**config.mk**
```make
export PLATFORM = sky130hd
export DESIGN_NAME = mult_div_unit
export DESIGN_NICKNAME = d
export VERILOG_FILES = /design/src/rtl/mdu_pkg.sv /design/src/rtl/mult_div_unit.sv
export SDC_FILE = /design/constraint.sdc
export NUM_CORES = 1
export LEC_CHECK = 0
export BUFFER_PORTS_ARGS = -buffer_cell sky130_fd_sc_hd__buf_4
export CORE_MARGIN = 3
export CORE_UTILIZATION = 45
export DETAILED_ROUTE_END_ITERATION = 16
export GPL_TIMING_DRIVEN = 0
export SLEW_MARGIN = 20
export SYNTH_ARGS = -nofsm -noshare
export SYNTH_HDL_FRONTEND = slang
export SYNTH_SLANG_ARGS = --single-unit
```
**constraint.sdc**
```tcl
create_clock -name clk -period 6.9 [get_ports clk]
set_input_delay 0.69 -clock clk [delete_from_list [all_inputs] [get_ports clk]]
set_output_delay 0.69 -clock clk [all_outputs]
set_load 0.005 [all_outputs]
```
**src/rtl/mdu_pkg.sv**
```systemverilog
// Shared types for the iterative HI/LO multiply/divide unit.
package mdu_pkg;

    typedef enum logic [2:0] {
        OP_MULT  = 3'd0,
        OP_MULTU = 3'd1,
        OP_DIV   = 3'd2,
        OP_DIVU  = 3'd3,
        OP_MTHI  = 3'd4,
        OP_MTLO  = 3'd5,
        OP_NOP6  = 3'd6,
        OP_NOP7  = 3'd7
    } mdu_op_t;

    typedef enum logic [1:0] {
        IDLE = 2'd0,
        CALC = 2'd1,
        FIX  = 2'd2
    } mdu_state_t;

    localparam logic [2:0] NOP_CODE_A = 3'd6;
    localparam logic [2:0] NOP_CODE_B = 3'd7;

endpackage

```
**src/rtl/mult_div_unit.sv**
```systemverilog
// Iterative radix-2 multiply / restoring divide unit owning the HI/LO registers.
//   state | meaning
//   IDLE  | waiting; accepts MULT/DIV variants and MTHI/MTLO
//   CALC  | one shift-add / shift-subtract step per cycle on magnitudes
//   FIX   | sign correction, HI/LO written at the following edge
module mult_div_unit
    import mdu_pkg::*;
#(
    parameter int WIDTH = 32
) (
    input  logic             clk,
    input  logic             reset,
    input  logic             start,
    input  logic [2:0]       op,
    input  logic [WIDTH-1:0] op_a,
    input  logic [WIDTH-1:0] op_b,
    output logic             busy,
    output logic             done,
    output logic [WIDTH-1:0] hi,
    output logic [WIDTH-1:0] lo
);

    localparam int CW = $clog2(WIDTH);

    mdu_state_t         state, state_nxt;
    mdu_op_t            op_in, op_q;
    logic [2*WIDTH-1:0] acc, acc_step, prod_fix;
    logic [WIDTH-1:0]   opd, a_mag, b_mag, q_fix, r_fix, hi_fix, lo_fix;
    logic [WIDTH:0]     as_a, as_b, as_sum;
    logic [CW-1:0]      cnt;
    logic               neg_a, neg_b, done_q;
    logic               is_iter_in, signed_in, a_neg_in, b_neg_in, is_mul;

    assign op_in      = mdu_op_t'(op);
    assign is_iter_in = (op[2] == 1'b0);
    assign signed_in  = (op_in == OP_MULT) || (op_in == OP_DIV);
    assign a_neg_in   = signed_in && op_a[WIDTH-1];
    assign b_neg_in   = signed_in && op_b[WIDTH-1];
    assign a_mag      = a_neg_in ? -op_a : op_a;
    assign b_mag      = b_neg_in ? -op_b : op_b;
    assign is_mul     = (op_q == OP_MULT) || (op_q == OP_MULTU);

    // Shared adder: adds the multiplicand, or subtracts the divisor from the shifted remainder.
    assign as_a   = is_mul ? {1'b0, acc[2*WIDTH-1:WIDTH]} : acc[2*WIDTH-1:WIDTH-1];
    assign as_b   = is_mul ? {1'b0, opd} : ~{1'b0, opd};
    assign as_sum = as_a + as_b + {{WIDTH{1'b0}}, ~is_mul};

    always_comb begin
        acc_step = acc;
        if (is_mul) begin
            acc_step = acc[0] ? {as_sum, acc[WIDTH-1:1]} : {1'b0, acc[2*WIDTH-1:1]};
        end else if (!as_sum[WIDTH]) begin
            acc_step = {as_sum[WIDTH-1:0], acc[WIDTH-2:0], 1'b1};
        end else begin
            acc_step = {acc[2*WIDTH-2:0], 1'b0};
        end
    end

    // A zero divisor leaves the quotient at all ones, so it must not be negated.
    always_comb begin
        prod_fix = acc;
        q_fix    = acc[WIDTH-1:0];
        r_fix    = acc[2*WIDTH-1:WIDTH];
        if ((op_q == OP_MULT) && (neg_a ^ neg_b))
            prod_fix = -acc;
        if ((op_q == OP_DIV) && (neg_a ^ neg_b) && (opd != '0))
            q_fix = -acc[WIDTH-1:0];
        if ((op_q == OP_DIV) && neg_a)
            r_fix = -acc[2*WIDTH-1:WIDTH];
        hi_fix = is_mul ? prod_fix[2*WIDTH-1:WIDTH] : r_fix;
        lo_fix = is_mul ? prod_fix[WIDTH-1:0] : q_fix;
    end

    always_ff @(posedge clk or posedge reset) begin
        if (reset) state <= IDLE;
        else       state <= state_nxt;
    end

    always_comb begin
        state_nxt = state;
        case (state)
            IDLE:    if (start && is_iter_in) state_nxt = CALC;
            CALC:    if (cnt == '0) state_nxt = FIX;
            FIX:     state_nxt = IDLE;
            default: state_nxt = IDLE;
        endcase
    end

    always_ff @(posedge clk or posedge reset) begin
        if (reset) begin
            acc    <= '0;
            opd    <= '0;
            op_q   <= OP_MULT;
            neg_a  <= 1'b0;
            neg_b  <= 1'b0;
            cnt    <= '0;
            hi     <= '0;
            lo     <= '0;
            done_q <= 1'b0;
        end else begin
            done_q <= (state == FIX);
            case (state)
                IDLE: begin
                    if (start) begin
                        if (is_iter_in) begin
                            acc   <= {{WIDTH{1'b0}}, a_mag};
                            opd   <= b_mag;
                            op_q  <= op_in;
                            neg_a <= a_neg_in;
                            neg_b <= b_neg_in;
                            cnt   <= CW'(WIDTH-1);
                        end else if (op_in == OP_MTHI) begin
                            hi <= op_a;
                        end else if (op_in == OP_MTLO) begin
                            lo <= op_a;
                        end
                    end
                end
                CALC: begin
                    acc <= acc_step;
                    if (cnt != '0) cnt <= cnt - CW'(1);
                end
                FIX: begin
                    hi <= hi_fix;
                    lo <= lo_fix;
                end
                default: ;
            endcase
        end
    end

    assign busy = (state != IDLE);
    assign done = done_q;

endmodule

```
==> impl_metrics.csv <==
group,metric,value,unit
placement,numPlacedInstances,2266,
yosys,synth_area_per_cell,8.00,sq um
sta,rsz0062_at_grt,"false",
sta,max_freq,150,MHz
placement,dpl_cell_area,0.0155,sq mm
sta,setup_viol,0,
cells_and_area,final_cell_mix,"nand2_1, dfrtp_1, o21ai_0",
cts,clock_path_buffers,2,
placement,place_ws,-0.638,ns
floorplanning,core,0.0300,sq mm
sta,relSlewSlack,0.157,
routing,antenna_left,0,
yosys,async_flop_share,1.00,
floorplanning,die_h,182,um
yosys,synth_edf_count,0,
yosys,yosys_register_bits,172,
cts,numCtsBuffers,17,
sta,worst_pin_slew,1.25,ns
cells_and_area,area_delta_synth_final,15.8,%
cells_and_area,final_area,0.0161,sq mm
sta,setup_slack,0.240,ns
yosys,synth.yosys.seq_area_share,0.309,
cells_and_area,nNetsFinal,2003,
setup_path,startpoint_type,"register",
cells_and_area,final_common_cell,"nand2_1",
status,status,"completed",
cts,ctsHoldBuffers,0,
routing,firstDrtPassIters,7,
global_route,grt_start_max_net_pins,100,
cts,cts-root-buf,"clkbuf_16",
floorplanning,start_util,0.463,
yosys,synth_cells,1740,
sta,skew,0.0110,ns
floorplanning,rows,63,
setup_path,crit_path_max_fanout,10,
placement,place.gp.congestion,1.07,
routing,detail_route.iter0.violations,1355,
yosys,synthFlopType,"dfrtp_1",
placement,dp_hpwl,41600,um
yosys,synth_cell_types,75,
cts,clock_latency,0.46,ns
sta,period_share,0.965,
setup_path,critPathKind,"register to register",
cts,cts_tree,"yes",
setup_path,cp-end-kind,"register",
min_path,min-delay-path-class,"input port to asynchronous set/reset pin",
setup_path,cp.arrival,6.97,ns
yosys,synthesis.area,0.0139,sq mm
setup_path,required,7.21,ns
yosys,syn_nets,1848,
cts,h-tree-depth,4,
sta,maxSlewViolCount,0,
global_route,track_usage,0.316,
cts,post_cts_buffers,0,
placement,io_buffer_count,135,
global_route,antenna_found_initial,2,
cells_and_area,fin_cells,2298,
global_route,grt_pass1_wl,80800,um
routing,wl_per_cell,23.2,um
yosys,yosys_warnings,0,
routing,routed_wl,53400,um
sta,period_needed,6.66,ns
cts,cts_sinks,172,
cells_and_area,drive_gt1_frac,0.131,
run,maxCapViolCount,0,
global_route,grt_overflow,0,
sta,final-hold-violation-count,0,
routing,drcViolationCount,0,
floorplanning,io_pins,136,
global_route,grt_pass1_vias,13500,
routing,vias_per_cell,6.20,
routing,route.vias.total,14200,
floorplanning,dieArea,0.0331,sq mm
cells_and_area,diodes,0,
cts,cts_resized,4,
floorplanning,die_width,182,um
cts,cts.clk_slew.worst_paths,0.07,ns
-- state kept, by name (all words and copies together), names as in the netlist --
| register | count |
|---|---|
| hi | 32 |
| cnt | 5 |
| neg_a | 1 |
| state | 2 |
| op_q | 2 |
| acc | 64 |
| lo | 32 |
| done | 1 |
| neg_b | 1 |
| opd | 32 |
-- area by class of cell --
cell class	instances	area, sq um
Tap cell	390	488
Fill cell	2968	13900
Inverter	39	154
Timing Repair Buffer	136	1040
Multi-Input combinational cell	1401	9020
Buffer	128	488
Sequential cell	172	4300
Clock inverter	11	166
Clock buffer	21	450
-- cell usage after synthesis (22+ instances only) --
library cell  instances  area (sq um)
o21ai_0             170           851
clkbuf_1            116           435
a21oi_1             127           636
inv_1                38           143
o31ai_1              31           233
mux2_2               46           518
nand2_1             223           837
or3_1                29           181
o221ai_1             22           193
xnor2_1              65           569
nand3_1              28           140
mux2i_1              49           490
dfrtp_1             172          4300
a31oi_1              26           163
nor4_1               27           169
ha_1                 37           463
xor2_1               92           806
nor3_1               38           190
nor2_1              134           503
-- final timing paths --
path | cells past startpoint | from | slack, ns | to
max | 16 | op_q[1]$_DFFE_PP0P_ | 0.24 | acc[35]$_DFFE_PP0P_
max in group asynchronous | 3 | reset | 5.71 | opd[31]$_DFFE_PP0P_
min in group clk | 3 | op[0] | 0.45 | op_q[0]$_DFFE_PP0P_
min | 2 | reset | 0.27 | lo[20]$_DFFE_PP0P_
max reg2reg | 16 | op_q[1]$_DFFE_PP0P_ | 0.24 | acc[35]$_DFFE_PP0P_
min reg2reg | 1 | lo[0]$_DFFE_PP0P_ | 0.48 | lo[0]$_DFFE_PP0P_
-- metrics by stage --
stage                     setup TNS [ns]   util  hold slack, ns
after detailed placement          -11.53  0.515           0.469
after CTS                              0  0.536           0.314
final                                  0  0.536           0.272
after global placement           -129.75  0.513           0.463
after global routing                   0  0.536           0.322
after floorplan                        0      -           0.461
-- cells by family after synthesis --
| logic type | Yosys count | synth area share |
|---|---|---|
| XOR/XNOR | 157 | 0.0988 |
| multiplexers | 95 | 0.0725 |
| adder cells (fa/ha/maj) | 38 | 0.0347 |
| buffers and inverters | 167 | 0.0451 |
| AO/OA/AOI/OAI | 529 | 0.241 |
| flip-flops | 172 | 0.309 |
| AND/OR/NAND/NOR | 582 | 0.198 |
-- worst max-delay path: stages (launching register included) --
cell	delay [ns]
dfrtp_1	0.58
clkbuf_1	0.49
clkbuf_2	0.45
clkbuf_2	0.46
clkbuf_1	0.63
xor2_1	0.23
ha_1	0.25
clkbuf_1	0.19
and2_1	0.23
a221o_1	0.35
a21o_1	0.23
a2111oi_0	0.53
o21ai_1	0.40
nand2_1	0.42
clkbuf_1	0.62
mux2i_1	0.28
o221ai_1	0.14
-- metal layers --
| metal | part of all wire | global-route usage |
|---|---|---|
| met1 | 0.40 | 0.382 |
| met2 | 0.48 | 0.542 |
| met3 | 0.059 | 0.0425 |
| met4 | 0.058 | 0.176 |
| met5 | 0.00034 | 0 |
Power is left out: the tool's default activity adds up to more than one toggle a clock period on the data nets, which glitch-free logic cannot reach.
